**src/rtl/dma_uart_tx_pkg.sv**
```systemverilog
// Shared types and constants for the DMA-driven UART transmitter.
// Holds the DMA FSM states, serializer states and the buffer addresses.
package dma_uart_tx_pkg;

  typedef enum logic [2:0] {
    IDLE,
    REQ,
    MSB_ADDR,
    MSB_SEND,
    MSB_WAIT,
    LSB_ADDR,
    LSB_SEND,
    LSB_WAIT
  } dma_state_t;

  typedef enum logic {
    UART_IDLE,
    UART_BUSY
  } uart_state_t;

  localparam logic [7:0] DMA_TX_MSB_ADDR = 8'h04;
  localparam logic [7:0] DMA_TX_LSB_ADDR = 8'h05;
  localparam logic [7:0] DMA_IDLE_ADDR   = 8'h00;

  // Start bit + 8 data bits + stop bit.
  localparam int FRAME_BITS = 10;

  function automatic int calc_bit_cycles(input int freq_clk, input int tx_speed);
    return freq_clk / tx_speed;
  endfunction

endpackage

```
**src/rtl/uart_tx.sv**
```systemverilog
// 8N1 UART serializer: accepts one byte per tx_valid while idle and shifts
// it out LSB first, each bit held for FREQ_CLK/TX_SPEED clocks.
module uart_tx
  import dma_uart_tx_pkg::*;
#(
  parameter int FREQ_CLK = 100000000,
  parameter int TX_SPEED = 115200
) (
  input  logic       clk,
  input  logic       rst_n,
  input  logic       tx_valid,
  input  logic [7:0] tx_data,
  output logic       tx_ready,
  output logic       txd
);

  localparam int BIT_CYCLES = calc_bit_cycles(FREQ_CLK, TX_SPEED);
  localparam int CYC_W = (BIT_CYCLES > 1) ? $clog2(BIT_CYCLES) : 1;
  localparam logic [CYC_W-1:0] CYC_LAST = CYC_W'(BIT_CYCLES - 1);
  localparam logic [3:0] BIT_LAST = 4'(FRAME_BITS - 1);

  uart_state_t state;
  logic [FRAME_BITS-1:0] frame;
  logic [3:0] bit_cnt;
  logic [CYC_W-1:0] cyc_cnt;

  // NOTE: sequential state uses non-blocking assignments only, so every
  // register samples the pre-edge value of its neighbours.
  always_ff @(posedge clk or negedge rst_n) begin
    if (!rst_n) begin
      state    <= UART_IDLE;
      frame    <= '0;
      bit_cnt  <= '0;
      cyc_cnt  <= '0;
      tx_ready <= 1'b1;
      txd      <= 1'b1;
    end else begin
      case (state)
        UART_IDLE: begin
          if (tx_valid) begin
            frame    <= {1'b1, tx_data, 1'b0};
            txd      <= 1'b0;
            tx_ready <= 1'b0;
            bit_cnt  <= '0;
            cyc_cnt  <= '0;
            state    <= UART_BUSY;
          end
        end
        UART_BUSY: begin
          if (cyc_cnt == CYC_LAST) begin
            cyc_cnt <= '0;
            if (bit_cnt == BIT_LAST) begin
              // Stop bit finished: line returns to idle on the same edge.
              state    <= UART_IDLE;
              tx_ready <= 1'b1;
              txd      <= 1'b1;
              bit_cnt  <= '0;
            end else begin
              bit_cnt <= bit_cnt + 4'd1;
              frame   <= {1'b1, frame[FRAME_BITS-1:1]};
              txd     <= frame[1];
            end
          end else begin
            cyc_cnt <= cyc_cnt + 1'b1;
          end
        end
        default: begin
          state    <= UART_IDLE;
          tx_ready <= 1'b1;
          txd      <= 1'b1;
        end
      endcase
    end
  end

endmodule

```
**src/rtl/dma_uart_tx.sv**
```systemverilog
// DMA front end that fetches a 2-byte buffer (0x04 then 0x05) from memory
// over an arbitrated bus and streams both bytes out through uart_tx.
module dma_uart_tx
  import dma_uart_tx_pkg::*;
#(
  parameter int FREQ_CLK = 100000000,
  parameter int TX_SPEED = 115200
) (
  input  logic       clk,
  input  logic       rst_n,
  input  logic       ena,
  input  logic       start,
  input  logic       bus_grant,
  input  logic [7:0] databus,
  output logic [7:0] address,
  output logic       cs,
  output logic       oen,
  output logic       bus_req,
  output logic       dma_ready,
  output logic       tx_ready,
  output logic       txd
);

  dma_state_t state;
  logic       tx_valid;
  logic [7:0] tx_byte;

  // All FSM outputs are registered and updated on the transition into the
  // state that owns them; bus_req is held from REQ until the return to IDLE.
  always_ff @(posedge clk or negedge rst_n) begin
    if (!rst_n) begin
      state     <= IDLE;
      address   <= DMA_IDLE_ADDR;
      cs        <= 1'b0;
      oen       <= 1'b1;
      bus_req   <= 1'b0;
      dma_ready <= 1'b1;
      tx_valid  <= 1'b0;
      tx_byte   <= '0;
    end else begin
      case (state)
        IDLE: begin
          if (ena && start) begin
            state     <= REQ;
            bus_req   <= 1'b1;
            dma_ready <= 1'b0;
          end
        end
        REQ: begin
          if (bus_grant) begin
            state   <= MSB_ADDR;
            address <= DMA_TX_MSB_ADDR;
            cs      <= 1'b1;
            oen     <= 1'b0;
          end
        end
        MSB_ADDR: begin
          tx_byte  <= databus;
          address  <= DMA_IDLE_ADDR;
          cs       <= 1'b0;
          oen      <= 1'b1;
          tx_valid <= 1'b1;
          state    <= MSB_SEND;
        end
        MSB_SEND: begin
          tx_valid <= 1'b0;
          state    <= MSB_WAIT;
        end
        MSB_WAIT: begin
          // The serializer is already busy on entry, so ready here means done.
          if (tx_ready) begin
            state   <= LSB_ADDR;
            address <= DMA_TX_LSB_ADDR;
            cs      <= 1'b1;
            oen     <= 1'b0;
          end
        end
        LSB_ADDR: begin
          tx_byte  <= databus;
          address  <= DMA_IDLE_ADDR;
          cs       <= 1'b0;
          oen      <= 1'b1;
          tx_valid <= 1'b1;
          state    <= LSB_SEND;
        end
        LSB_SEND: begin
          tx_valid <= 1'b0;
          state    <= LSB_WAIT;
        end
        LSB_WAIT: begin
          if (tx_ready) begin
            state     <= IDLE;
            bus_req   <= 1'b0;
            dma_ready <= 1'b1;
          end
        end
        default: begin
          state     <= IDLE;
          address   <= DMA_IDLE_ADDR;
          cs        <= 1'b0;
          oen       <= 1'b1;
          bus_req   <= 1'b0;
          dma_ready <= 1'b1;
          tx_valid  <= 1'b0;
        end
      endcase
    end
  end

  uart_tx #(
    .FREQ_CLK(FREQ_CLK),
    .TX_SPEED(TX_SPEED)
  ) u_uart_tx (
    .clk     (clk),
    .rst_n   (rst_n),
    .tx_valid(tx_valid),
    .tx_data (tx_byte),
    .tx_ready(tx_ready),
    .txd     (txd)
  );

endmodule

```
**config.mk**
```make
export PLATFORM = sky130hd
export DESIGN_NAME = dma_uart_tx
export DESIGN_NICKNAME = d
export VERILOG_FILES = /design/src/rtl/dma_uart_tx_pkg.sv /design/src/rtl/uart_tx.sv /design/src/rtl/dma_uart_tx.sv
export SDC_FILE = /design/constraint.sdc
export NUM_CORES = 1
export LEC_CHECK = 0
export ABC_AREA = 1
export ABC_CLOCK_PERIOD_IN_PS = 1750
export CAP_MARGIN = 20
export CELL_PAD_IN_SITES_DETAIL_PLACEMENT = 1
export CELL_PAD_IN_SITES_GLOBAL_PLACEMENT = 2
export CORE_MARGIN = 3
export CORE_UTILIZATION = 33
export DETAILED_ROUTE_END_ITERATION = 6
export GPL_TIMING_DRIVEN = 0
export HOLD_SLACK_MARGIN = 0.15
export PLACE_DENSITY = 0.84
export SLEW_MARGIN = 20
export SYNTH_ARGS = -nofsm -noshare
export SYNTH_HDL_FRONTEND = slang
export SYNTH_SLANG_ARGS = --single-unit
```
**constraint.sdc**
```tcl
create_clock -name clk -period 1.75 [get_ports clk]
set_input_delay 0.35 -clock clk [delete_from_list [all_inputs] [get_ports clk]]
set_output_delay 0.35 -clock clk [all_outputs]
set_load 0.02 [all_outputs]
```
* Word-level counts from Yosys, hierarchy flattened *
Index checks and enable logic that the tools add are counted.
Widths: inputs -> output; s select.

storage, ports and cells
  register bits after elaboration = 51
  word-level logic and storage cells = 88
  output and inout bits = 14
  input bits = 13

operators by class
  $add $sub $neg = 2
  equality and inequality tests = 17
  bitwise gates (word level) = 1
  reductions and logical operators = 13
  multiplexer cells = 41

operator list
  cell                   count
  $mux 10                5
  $pmux 10 s2            2
  $pmux 3 s8             1
  $pmux 8 s3             1
  $mux 8                 2
  $mux 1                 14
  $eq 3x3->1 const B     4
  $mux 3                 4
  $mux 4                 3
  $ne 2x2->1 const B     6
  $pmux 1 s2             6
  $reduce_and 3->1       4
  $add 10x1->10 const B  1
  $eq 10x10->1 const B   1
  $pmux 4 s2             1
  $eq 3x2->1 const B     2
  $pmux 1 s3             2
  $add 4x1->4 const B    1
  $eq 4x4->1 const B     1
  $ne 2x1->1 const B     2
  $reduce_and 4->1       1
  $reduce_bool 2->1      2
  $reduce_or 2->1        2
  $eq 3x1->1 const B     1
  5 further kinds        5

* Logic depth before layout (Yosys ltp) *
Gate-level depths: netlist (run 1).

  depth in word-level cells = 4
  gate-level depth with buffers = 9
  depth with buffers taken out = 9

* Modules after synthesis *
Synthesis (run 1) repeated with hierarchy kept, for this count alone.

second synthesis, totals
  cell total of the unflattened synthesis = 320
  area total of the unflattened synthesis = 2386.0 µm²

modules (own cells, without submodules)
  module       cells each  times used  area each (µm²)  seq. area each (µm²)
  uart_tx      209         1           1502.7           653.1
  dma_uart_tx  111         1           883.3            452.9

* Worst setup path before layout (run 1) *
Ideal clock, no wire load.

  path kind = reg-to-reg
  from = register u_uart_tx.cyc_cnt[0]
  to = register u_uart_tx.frame[9]
  buffers on the path = 0
  required time = 1.626 ns
  path slack = 0.413 ns
  library setup time = 0.124 ns
  stages on the path, launching flop included = 9
  data arrival time = 1.213 ns
  path through = dfrtp_1 > ha_1 > nand2_1 > nor2_1 > inv_1 > nor2_2 > nand2_4 > nand2_4 > or2_1

between the ends
  longest elaborated chain between the ends = 3

RTL lines
  what                               line           RTL
  start: declaration                 uart_tx.sv:25  logic [CYC_W-1:0] cyc_cnt;
  start signal: assignment           uart_tx.sv:64  cyc_cnt <= cyc_cnt + 1'b1;
  $eq 10x10->1                       uart_tx.sv:50  if (cyc_cnt == CYC_LAST) begin
  $ne 2x2->1 (no source line)        --
  $reduce_and 3->1 (no source line)  --
  end signal: assignment             uart_tx.sv:41  frame <= {1'b1, tx_data, 1'b0};
  end signal: assignment             uart_tx.sv:60  frame <= {1'b1, frame[FRAME_BITS-1:1]};
  end: declaration                   uart_tx.sv:23  logic [FRAME_BITS-1:0] frame;

No other way between the ends.
A chain may end at the register's enable or synchronous reset.

* Final worst setup path (run 1) *
  from = register cs
  to = output cs

RTL lines
  what                      line               RTL
  start: declaration        dma_uart_tx.sv:16  output logic cs,
  start signal: assignment  dma_uart_tx.sv:34  cs <= 1'b0;
  start signal: assignment  dma_uart_tx.sv:53  cs <= 1'b1;
  start signal: assignment  dma_uart_tx.sv:60  cs <= 1'b0;

No word-level cell between the ends.

==> reports/metrics.sh, run 1 <==
GR-TOTAL-OVERFLOW=0
FLOORPLAN.CORE_AREA_UM2=6530
MET2_WIRELENGTH_MM=2.50
TIMING.CRITICAL_PATH.CELLS='clkdlybuf4s50_1'
POSTSYNTH.ASYNCRESETSHARE_PCT=100
GRT_START_MAX_NET_PINS=28
FINAL_HOLD_SLACK_PS=461
TOP_LAYER='met4'
ROUTED_VIA_DENSITY=4.77
CAP_VIOL_MAX_COUNT=0
GRT_SETUP_UNREPAIRED='false'
GRTUSAGETOTAL_PCT=14.8
LAYOUT_COMMONEST_CELL='nand2_1'
SYNTHTOLAYOUTAREAGROWTH_PCT=18.5
SETUP_VIOL=0
ANTENNA_VIOLATING_NETS_POST_ROUTE=0
LEAKAGE_nW=1.34
PEAKVDDDROP_mV=0.385
GP_CONGESTION=0.761
DRT_FIRST_PASS_ITERS=4
SYNTH-SEQ-CELLS=44
OUTCOME='finished, final reports clean'
YS_DOMINANT_REG_CELL='dfrtp_1'
INITIAL_STANDARD_CELL_UTILIZATION_OF_THE_CORE_PCT=35.1
CRIT_SLOWEST_CELL='clkdlybuf4s50_1'
GRT_PASS1_WL_MM=9.16
YOSYS_CELL_TYPES=29
DRIVE_ABOVE_1_SHARE_PCT=13.8
MIN_PATH_TYPE='reg2reg'
NETLIST_AREA_UM2=2290
YOSYSTOPAREACELLSHARE_PCT=43.6
DRT_WL_TOTAL_MM=5.23
RELSLEWSLACK_PCT=64.8
SYNTH_TOP_AREA_CELL='dfrtp_1'
ROUTEDLENGTHMET1_MM=2.56
CRITICAL_PATH_BUF_INV_COUNT=1
YS.WARNINGS.COUNT=0
DPL-INSTANCE-AREA_UM2=2630
PLACEDCELLCOUNT=388
LAYOUT.FILLER_CELLS=808
CLOCK-SKEW-FINAL_PS=5.11
ANTENNA_VIOLATIONS_BEFORE_REPAIR=0
SLEW_VIOLATIONS=0
WORST_PIN_SLEW_PS=528
CRIT_PATH_START_KIND='register'
FMAXACHIEVABLE_MHz=620
SYNTH.TOP_CELLS.BY_AREA='dfrtp_1 (44%), nand2_1 (15%), o21ai_0 (7.0%)'
ANTENNA_CELLS=0
CTS_ROOT_BUFFER_TYPE='clkbuf_8'
SYNTH_SEQ_AREA_SHARE_PCT=48.2
ROUTE.DETAILED.WL_PER_INST_UM=13.2
MULTIINPUTGATEAREA_UM2=1010
CLK_SINKS=44
CLK-INSERTION-DELAY-LATE_PS=290
CRITICALPATHCATEGORY='reg2out'
DETAILEDPLACEMENTHPWL_MM=3.87
CTSLONGESTPATHBUFFERS=2
WORST_EP_REQUIRED_TIME_PS=1400
POSTSYNTHCELLCOUNT=285
CRIT_PATH_MAX_INCR_DELAY_PS=610
TIMING_HOLD_VIOLATIONS_FINAL=0
CTSHTREEMAXLEVEL=2
SETUP_TOTAL_NEGATIVE_SLACK_PS=0
DIE_Y_UM=89.4
DRCVIOLATIONCOUNT=0
SYNTH-EDFF-COUNT=0
CELLPOWERDENSITY_nW_PER_UM2=629
TRITONCTS_CLOCK_TREE='done'
PATH_DELAY_FAMILY='buffers and inverters'
FINALNETCOUNT=337
LAYOUT_SETUP_WS_PS=138
POSTCTS_SETUP_BUFS=0
FINAL_MIN_PERIOD_OVER_CLOCK_PERIOD_PCT=92.1
SYNTH.AVG_CELL_AREA_UM2=8.05
REGISTER_AREA_UM2=1110
FLOORPLAN.DIE_AREA_UM2=7990
INITIAL_DETAILED_ROUTING_VIOLATION_COUNT=40
LAYOUT.CELL_AREA.NON_FILLER_UM2=2720
TRITONCTS_BUFFER_COUNT=5
CRIT_ARRIVAL_PS=1260
FINAL_CELL_MIX='nand2_1 (91), dfrtp_1 (39), o21ai_0 (32), inv_1 (31), nand3_1 (22)'
FINALWORSTPATHREQUIREDPERIOD_PS=1610
WORSTSETUPENDPOINTTYPE='output port'
GRT_PASS1_VIAS=1972
POST-PLACE-WS_PS=103
STDCELL_COUNT=397
WORSTPATHMAXFANOUT=2
ROUTED-WL-MET3_UM=131
ROWS=29
VIAS=1892
NUMPORTBUFFERS=20
CLK_PIN_SLEW_WORST_PATHS_PS=80
IO_PINS=27
FLOORPLAN.DIE.WIDTH_UM=89.4
[cell type report]
type                       instances  area share (%)
multi-input combinational        201            37.2
timing repair buffer              22            8.10
sequential                        44            40.7
clock buffer                       7            2.81
tap                               77            3.54
buffer                            10            2.62
inverter                          35            4.83
clock inverter                     1           0.184
[cells in the mapped netlist, types with 3 or more instances]
cell	number
buf_4	7
nor2_1	9
dfrtp_1	40
o21ai_2	4
ha_1	5
nand2_4	3
nor2_2	4
dfstp_2	4
nand2_1	91
xor2_1	3
nand4_1	4
inv_2	4
inv_1	31
o22ai_1	3
nand3_1	22
nand2_2	3
o21ai_0	32
[routing by layer]
metal | GRT usage [%] | up-vias
met4 | 4.47 | 0
met5 | 0 | -
met1 | 18.6 | 904
met2 | 25.5 | 21
met3 | 3.13 | 2
li1 | - | 965
[power breakdown]
| group | internal [W] | switching, W |
|---|---|---|
| Clock | 0.000281 | 0.000339 |
| Sequential | 0.00102 | 0 |
| Combinational | 0.0000373 | 0.0000375 |
| Total | 0.00133 | 0.000376 |
[path summary, 6_finish.rpt]
check / from / to / slack [ps] / cells past startpoint
worst min-delay path: dma_ready$_DFFE_PN1P_ / dma_ready$_DFFE_PN1P_ / 460 / 2
worst min register to register: dma_ready$_DFFE_PN1P_ / dma_ready$_DFFE_PN1P_ / 460 / 2
worst max-delay path: cs$_DFFE_PN0P_ / cs / 140 / 1
max in group asynchronous: rst_n / oen$_DFFE_PN1P_ / 630 / 3
min in group asynchronous: rst_n / u_uart_tx.frame[9]$_DFFE_PN0P_ / 540 / 2
worst max register to register: u_uart_tx.cyc_cnt[0]$_DFFE_PN0P_ / u_uart_tx.cyc_cnt[6]$_DFFE_PN0P_ / 210 / 8
[flip-flops by register name, indices dropped and copies added (netlist names)]
name                count
u_uart_tx.cyc_cnt      10
u_uart_tx.frame         9
tx_byte                 8
u_uart_tx.bit_cnt       4
state                   3
address                 2
bus_req                 1
cs                      1
dma_ready               1
oen                     1
tx_valid                1
u_uart_tx.state         1
u_uart_tx.tx_ready      1
u_uart_tx.txd           1
[cells by family (layout without fill, tap and decap cells)]
| logic type | after synthesis | in the layout | synth area share (%) |
|---|---|---|---|
| other cells | 1 | 6 | 0.163 |
| flops | 44 | 44 | 48.2 |
| simple gates | 142 | 142 | 27.9 |
| xor+xnor | 4 | 4 | 1.53 |
| fa+ha+maj | 5 | 5 | 2.73 |
| buf+inv | 45 | 75 | 8.83 |
| compound gates | 44 | 44 | 10.6 |
[metrics by stage]
stage	power [W]	util (%)
after global routing	0.00180	41.6
after CTS	0.00175	41.5
after global placement	0.00111	40.0
final	0.00171	41.6
after detailed placement	0.00111	40.2
after floorplan	0.00106	-
[repair_timing]
action | CTS | global route
hold endpoints to repair | 17 | 0
gates resized for setup | 4 | 3
hold buffers | 1 | 0
cloned | 0 | 0
endpoints found under the setup margin | 4 | 17
No activity file was read; power rests on OpenSTA's default activity.
==> inputs of run 2 (changes only) <==
--- a/config.mk
+++ b/config.mk
@@ -7,7 +7,6 @@
 export LEC_CHECK = 0
 export ABC_AREA = 1
 export ABC_CLOCK_PERIOD_IN_PS = 1750
-export CAP_MARGIN = 20
 export CELL_PAD_IN_SITES_DETAIL_PLACEMENT = 1
 export CELL_PAD_IN_SITES_GLOBAL_PLACEMENT = 2
 export CORE_MARGIN = 3
==> results of run 2 <==
Final layout, timing and power as in run 1 (identical DEF).
